==> src/rtl/mc_ctrl_pkg.sv <==
// ---------------------------------------------------------------------------
// mc_ctrl_pkg
// Shared definitions for the multi-cycle MIPS control FSM:
//   - state encoding (also exported on the debug state port)
//   - opcode / funct field values the decoder recognises
//   - encodings of the datapath select fields
//   - trap cause codes
// No ports; imported by multicycle_ctrl_v2 and its helpers.
// ---------------------------------------------------------------------------
package mc_ctrl_pkg;

   typedef enum logic [4:0] {
      S_IF       = 5'd0,
      S_ID       = 5'd1,
      S_EX_LS    = 5'd2,
      S_MEM_RD   = 5'd3,
      S_WB_LS    = 5'd4,
      S_MEM_ST   = 5'd5,
      S_EX_R     = 5'd6,
      S_WB_R     = 5'd7,
      S_BEQ      = 5'd8,
      S_J        = 5'd9,
      S_BNE      = 5'd10,
      S_EX_I     = 5'd11,
      S_WB_I     = 5'd12,
      S_JAL_LINK = 5'd13,
      S_EX_LOGI  = 5'd14,
      S_JR       = 5'd15,
      S_TRAP     = 5'd16,
      S_IDLE     = 5'd31
   } ctrlState_t;

   // Opcode and funct values
   localparam logic [5:0] OP_RTYPE = 6'b000000;
   localparam logic [5:0] OP_J     = 6'b000010;
   localparam logic [5:0] OP_JAL   = 6'b000011;
   localparam logic [5:0] OP_BEQ   = 6'b000100;
   localparam logic [5:0] OP_BNE   = 6'b000101;
   localparam logic [5:0] OP_ADDI  = 6'b001000;
   localparam logic [5:0] OP_ANDI  = 6'b001100;
   localparam logic [5:0] OP_ORI   = 6'b001101;
   localparam logic [5:0] OP_LW    = 6'b100011;
   localparam logic [5:0] OP_SW    = 6'b101011;
   localparam logic [5:0] FUNCT_JR = 6'b001000;

   // Select-field encodings
   localparam logic [1:0] REGDST_RT    = 2'b00;
   localparam logic [1:0] REGDST_RD    = 2'b01;
   localparam logic [1:0] REGDST_RA    = 2'b10;
   localparam logic [1:0] MEMTOREG_ALU = 2'b00;
   localparam logic [1:0] MEMTOREG_MDR = 2'b01;
   localparam logic [1:0] MEMTOREG_PC  = 2'b10;
   localparam logic [1:0] ALUB_B       = 2'b00;
   localparam logic [1:0] ALUB_FOUR    = 2'b01;
   localparam logic [1:0] ALUB_IMM     = 2'b10;
   localparam logic [1:0] ALUB_IMMSH   = 2'b11;
   localparam logic [1:0] ALUOP_ADD    = 2'b00;
   localparam logic [1:0] ALUOP_SUB    = 2'b01;
   localparam logic [1:0] ALUOP_FUNCT  = 2'b10;
   localparam logic [1:0] ALUOP_LOGI   = 2'b11;
   localparam logic [1:0] PCSRC_ALU    = 2'b00;
   localparam logic [1:0] PCSRC_ALUOUT = 2'b01;
   localparam logic [1:0] PCSRC_JUMP   = 2'b10;
   localparam logic [1:0] PCSRC_REG    = 2'b11;

   // Trap causes
   localparam logic [1:0] CAUSE_NONE    = 2'b00;
   localparam logic [1:0] CAUSE_ILLEGAL = 2'b01;
   localparam logic [1:0] CAUSE_TIMEOUT = 2'b10;

   // States that wait on the memory handshake
   function automatic logic isMemState(ctrlState_t s);
      return (s == S_IF) || (s == S_MEM_RD) || (s == S_MEM_ST);
   endfunction

endpackage

==> src/rtl/mem_wait_timer.sv <==
// ---------------------------------------------------------------------------
// mem_wait_timer
// Counts stalled cycles in a memory-access state and flags a timeout.
//   clk, rst   clock and synchronous active-high reset
//   clear      zero the count (set outside memory states and on state change)
//   waiting    FSM is in a memory-access state
//   mem_ready  memory completes the access this cycle
//   expired    count has reached MEM_TIMEOUT and memory is still not ready
// MEM_TIMEOUT = 0 removes the counter and never expires.
// ---------------------------------------------------------------------------
module mem_wait_timer #(
   parameter int MEM_TIMEOUT = 15
) (
   input  logic clk,
   input  logic rst,
   input  logic clear,
   input  logic waiting,
   input  logic mem_ready,
   output logic expired
);

   generate
      if (MEM_TIMEOUT > 0) begin : gTimeout
         localparam int CNT_W = $clog2(MEM_TIMEOUT + 1);
         logic [CNT_W-1:0] countReg;

         // The count never passes MEM_TIMEOUT: reaching it with memory still
         // stalled sends the FSM to TRAP, which clears the count.
         always_ff @(posedge clk) begin
            if (rst) begin
               countReg <= '0;
            end else if (clear) begin
               countReg <= '0;
            end else if (waiting && !mem_ready) begin
               countReg <= countReg + 1'b1;
            end
         end

         // A ready in the same cycle as the limit still completes the access.
         assign expired = waiting && !mem_ready && (countReg == CNT_W'(MEM_TIMEOUT));
      end else begin : gNoTimeout
         assign expired = 1'b0;
      end
   endgenerate

endmodule

==> src/rtl/multicycle_ctrl_v2.sv <==
// ---------------------------------------------------------------------------
// multicycle_ctrl_v2
// Control FSM for the multi-cycle MIPS datapath with memory-ready wait
// states, memory timeout trap, JR and illegal-opcode trap.
// Inputs : clk, rst (sync, active high), OP/funct from the instruction
//          register, mem_ready from the memory interface.
// Outputs: datapath mux selects and enables (RegDst, RegWrite, ALUSrcA/B,
//          ALUOp, ALUctrInst, IorD, IRWrite, MemRead, MemWrite, MemtoReg,
//          PCWriteCond, PCWrite, PCCondSrc, PCSource), trap/trap_cause and
//          the current state for debug.
// Outputs are Moore from the state, except IRWrite/PCWrite in IF which only
// fire on the cycle memory delivers the instruction.
// ---------------------------------------------------------------------------
module multicycle_ctrl_v2
   import mc_ctrl_pkg::*;
#(
   parameter int MEM_TIMEOUT  = 15,
   parameter bit TRAP_ILLEGAL = 1'b1,
   parameter int STATE_W      = 5
) (
   input  logic               clk,
   input  logic               rst,
   input  logic [5:0]         OP,
   input  logic [5:0]         funct,
   input  logic               mem_ready,
   output logic [1:0]         RegDst,
   output logic               RegWrite,
   output logic               ALUSrcA,
   output logic [1:0]         ALUSrcB,
   output logic [1:0]         ALUOp,
   output logic               ALUctrInst,
   output logic               IorD,
   output logic               IRWrite,
   output logic               MemRead,
   output logic               MemWrite,
   output logic [1:0]         MemtoReg,
   output logic               PCWriteCond,
   output logic               PCWrite,
   output logic               PCCondSrc,
   output logic [1:0]         PCSource,
   output logic               trap,
   output logic [1:0]         trap_cause,
   output logic [STATE_W-1:0] state
);

   ctrlState_t stateReg, stateNext;
   logic [1:0] trapCauseReg, trapCauseNext;
   logic       waiting, waitClear, expired;

   // Count restarts whenever a memory state is entered, even IF right after
   // MEM_ST, so each access gets its full timeout budget.
   assign waiting   = isMemState(stateReg);
   assign waitClear = !waiting || (stateNext != stateReg);

   mem_wait_timer #(
      .MEM_TIMEOUT(MEM_TIMEOUT)
   ) waitTimer (
      .clk      (clk),
      .rst      (rst),
      .clear    (waitClear),
      .waiting  (waiting),
      .mem_ready(mem_ready),
      .expired  (expired)
   );

   always_ff @(posedge clk) begin
      if (rst) begin
         stateReg     <= S_IDLE;
         trapCauseReg <= CAUSE_NONE;
      end else begin
         stateReg     <= stateNext;
         trapCauseReg <= trapCauseNext;
      end
   end

   assign state      = STATE_W'(stateReg);
   assign trap_cause = trapCauseReg;

   always_comb begin
      stateNext     = stateReg;
      trapCauseNext = trapCauseReg;
      RegDst        = REGDST_RT;
      RegWrite      = 1'b0;
      ALUSrcA       = 1'b0;
      ALUSrcB       = ALUB_B;
      ALUOp         = ALUOP_ADD;
      ALUctrInst    = 1'b0;
      IorD          = 1'b0;
      IRWrite       = 1'b0;
      MemRead       = 1'b0;
      MemWrite      = 1'b0;
      MemtoReg      = MEMTOREG_ALU;
      PCWriteCond   = 1'b0;
      PCWrite       = 1'b0;
      PCCondSrc     = 1'b0;
      PCSource      = PCSRC_ALU;
      trap          = 1'b0;

      case (stateReg)
         S_IDLE: stateNext = S_IF;
         S_IF: begin
            MemRead = 1'b1;
            ALUSrcB = ALUB_FOUR;
            IRWrite = mem_ready;
            PCWrite = mem_ready;
            if (mem_ready) begin
               stateNext = S_ID;
            end else if (expired) begin
               stateNext     = S_TRAP;
               trapCauseNext = CAUSE_TIMEOUT;
            end
         end
         S_ID: begin
            ALUSrcB = ALUB_IMMSH;
            case (OP)
               OP_RTYPE:        stateNext = (funct == FUNCT_JR) ? S_JR : S_EX_R;
               OP_J:            stateNext = S_J;
               OP_JAL:          stateNext = S_JAL_LINK;
               OP_ADDI:         stateNext = S_EX_I;
               OP_ANDI, OP_ORI: stateNext = S_EX_LOGI;
               OP_LW, OP_SW:    stateNext = S_EX_LS;
               OP_BEQ:          stateNext = S_BEQ;
               OP_BNE:          stateNext = S_BNE;
               default: begin
                  if (TRAP_ILLEGAL) begin
                     stateNext     = S_TRAP;
                     trapCauseNext = CAUSE_ILLEGAL;
                  end else begin
                     stateNext = S_EX_R;
                  end
               end
            endcase
         end
         S_EX_LS: begin
            ALUSrcA   = 1'b1;
            ALUSrcB   = ALUB_IMM;
            stateNext = (OP == OP_LW) ? S_MEM_RD : S_MEM_ST;
         end
         S_MEM_RD: begin
            MemRead = 1'b1;
            IorD    = 1'b1;
            if (mem_ready) begin
               stateNext = S_WB_LS;
            end else if (expired) begin
               stateNext     = S_TRAP;
               trapCauseNext = CAUSE_TIMEOUT;
            end
         end
         S_WB_LS: begin
            RegWrite  = 1'b1;
            RegDst    = REGDST_RT;
            MemtoReg  = MEMTOREG_MDR;
            stateNext = S_IF;
         end
         S_MEM_ST: begin
            MemWrite = 1'b1;
            IorD     = 1'b1;
            if (mem_ready) begin
               stateNext = S_IF;
            end else if (expired) begin
               stateNext     = S_TRAP;
               trapCauseNext = CAUSE_TIMEOUT;
            end
         end
         S_EX_R: begin
            ALUSrcA   = 1'b1;
            ALUOp     = ALUOP_FUNCT;
            stateNext = S_WB_R;
         end
         S_WB_R: begin
            RegWrite  = 1'b1;
            RegDst    = REGDST_RD;
            stateNext = S_IF;
         end
         S_BEQ, S_BNE: begin
            ALUSrcA     = 1'b1;
            ALUOp       = ALUOP_SUB;
            PCWriteCond = 1'b1;
            PCSource    = PCSRC_ALUOUT;
            PCCondSrc   = (stateReg == S_BEQ);
            stateNext   = S_IF;
         end
         S_J: begin
            PCWrite   = 1'b1;
            PCSource  = PCSRC_JUMP;
            stateNext = S_IF;
         end
         S_EX_I: begin
            ALUSrcA   = 1'b1;
            ALUSrcB   = ALUB_IMM;
            stateNext = S_WB_I;
         end
         S_WB_I: begin
            RegWrite  = 1'b1;
            RegDst    = REGDST_RT;
            MemtoReg  = MEMTOREG_ALU;
            stateNext = S_IF;
         end
         S_JAL_LINK: begin
            // Link first, then reuse the plain jump state for the PC update.
            RegWrite  = 1'b1;
            RegDst    = REGDST_RA;
            MemtoReg  = MEMTOREG_PC;
            stateNext = S_J;
         end
         S_EX_LOGI: begin
            ALUSrcA    = 1'b1;
            ALUSrcB    = ALUB_IMM;
            ALUOp      = ALUOP_LOGI;
            ALUctrInst = 1'b1;
            stateNext  = S_WB_I;
         end
         S_JR: begin
            PCWrite   = 1'b1;
            PCSource  = PCSRC_REG;
            stateNext = S_IF;
         end
         S_TRAP: begin
            trap      = 1'b1;
            stateNext = S_TRAP;
         end
         default: stateNext = S_IDLE;
      endcase
   end

endmodule

==> config.mk <==
export PLATFORM = sky130hd
export DESIGN_NAME = multicycle_ctrl_v2
export DESIGN_NICKNAME = d
export VERILOG_FILES = /design/src/rtl/mc_ctrl_pkg.sv /design/src/rtl/mem_wait_timer.sv /design/src/rtl/multicycle_ctrl_v2.sv
export SDC_FILE = /design/constraint.sdc
export NUM_CORES = 1
export LEC_CHECK = 0
export BUFFER_PORTS_ARGS = -buffer_cell sky130_fd_sc_hd__buf_2
export CORE_MARGIN = 10
export CORE_UTILIZATION = 45
export CTS_BUF_LIST = sky130_fd_sc_hd__clkbuf_4 sky130_fd_sc_hd__clkbuf_8
export CTS_CLUSTER_SIZE = 10
export DETAILED_ROUTE_END_ITERATION = 8
export HOLD_SLACK_MARGIN = 0.15
export PLACE_DENSITY = 0.78
export RECOVER_POWER = 100
export SLEW_MARGIN = 15
export SYNTH_ARGS = -nofsm -noshare
export SYNTH_HDL_FRONTEND = slang
export SYNTH_HIERARCHICAL = 1
export SYNTH_SLANG_ARGS = --single-unit
==> constraint.sdc <==
create_clock -name clk -period 2.3 [get_ports clk]
set_clock_uncertainty 0.2 [all_clocks]
set_input_delay 0.69 -clock clk [delete_from_list [all_inputs] [get_ports clk]]
set_output_delay 0.69 -clock clk [all_outputs]
set_load 0.01 [all_outputs]
==> metrics.md <==
| Metric | Value |
|---|---|
| WP buf/inv | 3 |
| DR vias/cell | ~6.5 |
| Synth Area in Compound Gates | between 20 and 25% |
| Failing checks | setup timing |
| Hold-fix buffers, CTS | 0 |
| CTS tree | built |
| Clock Pin Slew Worst Setup and Hold Paths | around 0.07 ns |
| Max Cap Viol | 0 |
| Placement Setup Slack | -0.00491 ns |
| Crit path launch type | register |
| Post-synthesis net count | 169 |
| Largest net degree at the start of global routing | 14 |
| DRT Pass-1 Iters | 7 |
| Placeable Area | 0.00225 mm2 |
| Fillers | between 150 and 200 |
| Routed vias | approximately 1600 |
| Final wirelength | between 4000 and 5000 um |
| I/O Buffers | 42 |
| Hold Path Class | register to register |
| CP endpoint kind | output port |
| Mux cell area share after synthesis | under 10% |
| Synth Area in Simple Gates | ~44% |
| Initial core utilization | between 40% and 50% |
| CP top delay family | simple AND/OR/NAND/NOR gates |
| CP max stage cell | dfxtp_4 |
| Area contributors post-synth | dfxtp_1 (20%), nor2_1 (8.2%), nor3_1 (5.5%) |
| Final setup viols | 7 |
| Area of the multi-input gates | around 950 um2 |
| Dominant synthesized flop cell | dfxtp_1 |
| Iteration-0 DRC Markers | 164 |
| Clock Tree Root | clkbuf_4 |
| Fmax achieved | approximately 400 MHz |
| Tcrit/Tclk final | 110% |
| Register Area | around 240 um2 |
| Pwr Density | around 1200 mW/mm2 |
| Mean area per synthesized cell | a little over 7 um2 |
| Synth-to-layout area growth | 59.1% |
| Relative slew slack | between 60% and 70% |
| Slowest Stage Delay on Critical Path | 0.37 ns |
| Total GRT Usage | between 10% and 20% |
| Distinct cells, synth | 52 |
| Post-synthesis adder-cell area fraction | ~2.1% |
| Vias in the first global route | between 1000 and 1500 |
| Routability cong. | around 0.87 |
| CP Class | register to output port |
| Crit path cell chain | buf_12, buf_8, nor2_1, and3_1, buf_2 |
| Register area share after synthesis | about a fifth |
| Measured slew at the worst slew-check pin | ~0.45 ns |
| Top-count cell post-synth | nor2_1 |
| RSZ-0062 raised after global routing | yes |
| Critical Path AT | about 1.6 ns |
| Chip height | ~69 um |
| Dominant cell type by area after synthesis | dfxtp_1 |
| Power consumption | ~2.2 mW |
| ANT nets after route | 0 |
| Sinks on the clock net | 11 |
| Lkg Pwr | about 0.78 nW |
| Worst-skew pair later-pin latency | 0.27 ns |
| Largest family of logic cells by synthesized area | simple AND/OR/NAND/NOR gates |
| Synth Area in XOR/XNOR | ~4.8% |
| Post-synth top area share | around a fifth |
| DR WL/cell | approximately 20 um |
| Initial antenna violation count | 0 |
| Die width | roughly 70 um |
| Outcome | finished with violations |
| Asr flop ratio synth | 0% |
| H-Tree Depth | 1 |
| Ys Warns | 6 |
| Hold Vio Cnt, Final | 0 |
| Syn Inst Count | 153 |
| Ports | 43 |
| Top post-synthesis cells by count | nor2_1 (24), nor3_1 (12), dfxtp_1 (11) |
| CP required | about 1.4 ns |
| Synth Register Bits | 11 |
| Max Slew Vio Count | 0 |
| Dpl hpwl | around 2800 um |
| Grt ovf | 0 |
| DRC viols | 0 |
| Clock Tree Buf Depth | 2 |
| CTS Buf Count | 3 |
| Setup ws final | -0.222 ns |
| Max rail drop VDD | 0.891 mV |
| Num rows | 17 |
| Nets@finish | ~230 |
| Minimum hold slack | about 0.28 ns |
| Number of synthesized flops with an enable pin | 0 |
| Layout cells sized above 1 | between 50% and 60% |
| Final Critical Period | around 2.5 ns |
| Global-route wire length before repair | between 6000 and 7000 um |
| Max FO, Critical Path | 8 |
| Die area | 0.00481 mm2 |
| Core Util, Final | roughly 77% |
| Mapped Area | 0.00109 mm2 |
| Antenna diodes | 0 |
## final timing paths
| check | cells past startpoint | to | from | slack [ns] |
|---|---|---|---|---|
| worst max-delay path | 5 | trap | state[2]$_SDFF_PP1_ | -0.22 |
| worst min register to register | 2 | trap_cause[0]$_SDFFE_PP0P_ | trap_cause[0]$_SDFFE_PP0P_ | 0.28 |
| worst max register to register | 11 | state[0]$_SDFF_PP1_ | state[2]$_SDFF_PP1_ | -0.03 |
| worst min-delay path | 2 | trap_cause[0]$_SDFFE_PP0P_ | trap_cause[0]$_SDFFE_PP0P_ | 0.28 |
## routing by layer
metal | up-vias | wire [um] | track usage, %
li1 | 680 | - | -
met5 | - | 0 | 0
met2 | 139 | 2160 | 24.1
met3 | 38 | 559 | 4.71
met1 | 711 | 1800 | 17.9
met4 | 0 | 343 | 9.09
## registers in the layout (all words and copies together) (netlist names)
| signal | flops |
|---|---|
| trap_cause | 2 |
| state | 5 |
| waitTimer/gTimeout.countReg | 4 |
## timing repair
item | CTS | global route
setup endpoints to repair | 9 | 15
gates cloned | 0 | 0
gates resized for setup | 17 | 36
setup buffers | 7 | 4
pin swaps | 3 | 10
hold endpoints to repair | 0 | 0
## kinds of logic (layout without fill, tap and decap cells)
group,count (synthesis),count (layout)
compound gates,32,32
xor+xnor,6,6
fa+ha+maj,2,2
buf+inv,15,77
flops,11,11
mux,2,2
simple gates,85,85
## layout by cell type (no fill, tap or decap), types with 4 or more instances in the layout
cell type | Yosys | final
buf_2 | 6 | 39
dfxtp_1 | 11 | 7
clkbuf_4 | 0 | 4
dfxtp_4 | 0 | 4
nand2_1 | 7 | 7
buf_4 | 3 | 21
nor3_1 | 12 | 8
nand4_1 | 4 | 4
nor2_1 | 24 | 18
nor2_2 | 0 | 4
a21oi_1 | 10 | 8
## report_power, final
group | switching [mW] | internal (mW)
clock | 0.0677 | 0.0789
sequential | 0.0746 | 0.261
combinational | 0.909 | 0.771
## metrics by stage
stage | setup TNS [ns] | cell area, um2 | cells
5_1_grt | -1.16 | 1740 | 243
3_3_place_gp | 0 | 1410 | 228
4_1_cts | -0.157 | 1560 | 239
3_5_place_dp | -0.00491 | 1410 | 228
6_report | -0.654 | 1740 | 243
2_1_floorplan | 0 | 1110 | 153
## layout make-up
cell class                 count  area share [%]
sequential                    11            13.5
timing repair buffer          69            27.2
multi-input combinational    127            54.5
inverter                       4            1.08
tap                           28            2.01
clock buffer                   4            1.72
## worst min-delay path: cells and delay by family (launching register included)
family | cells | cell delay (ns)
flops | 1 | 0.32
simple gates | 1 | 0.06
compound gates | 1 | 0.05
No activity file was read; power rests on OpenSTA's default activity.
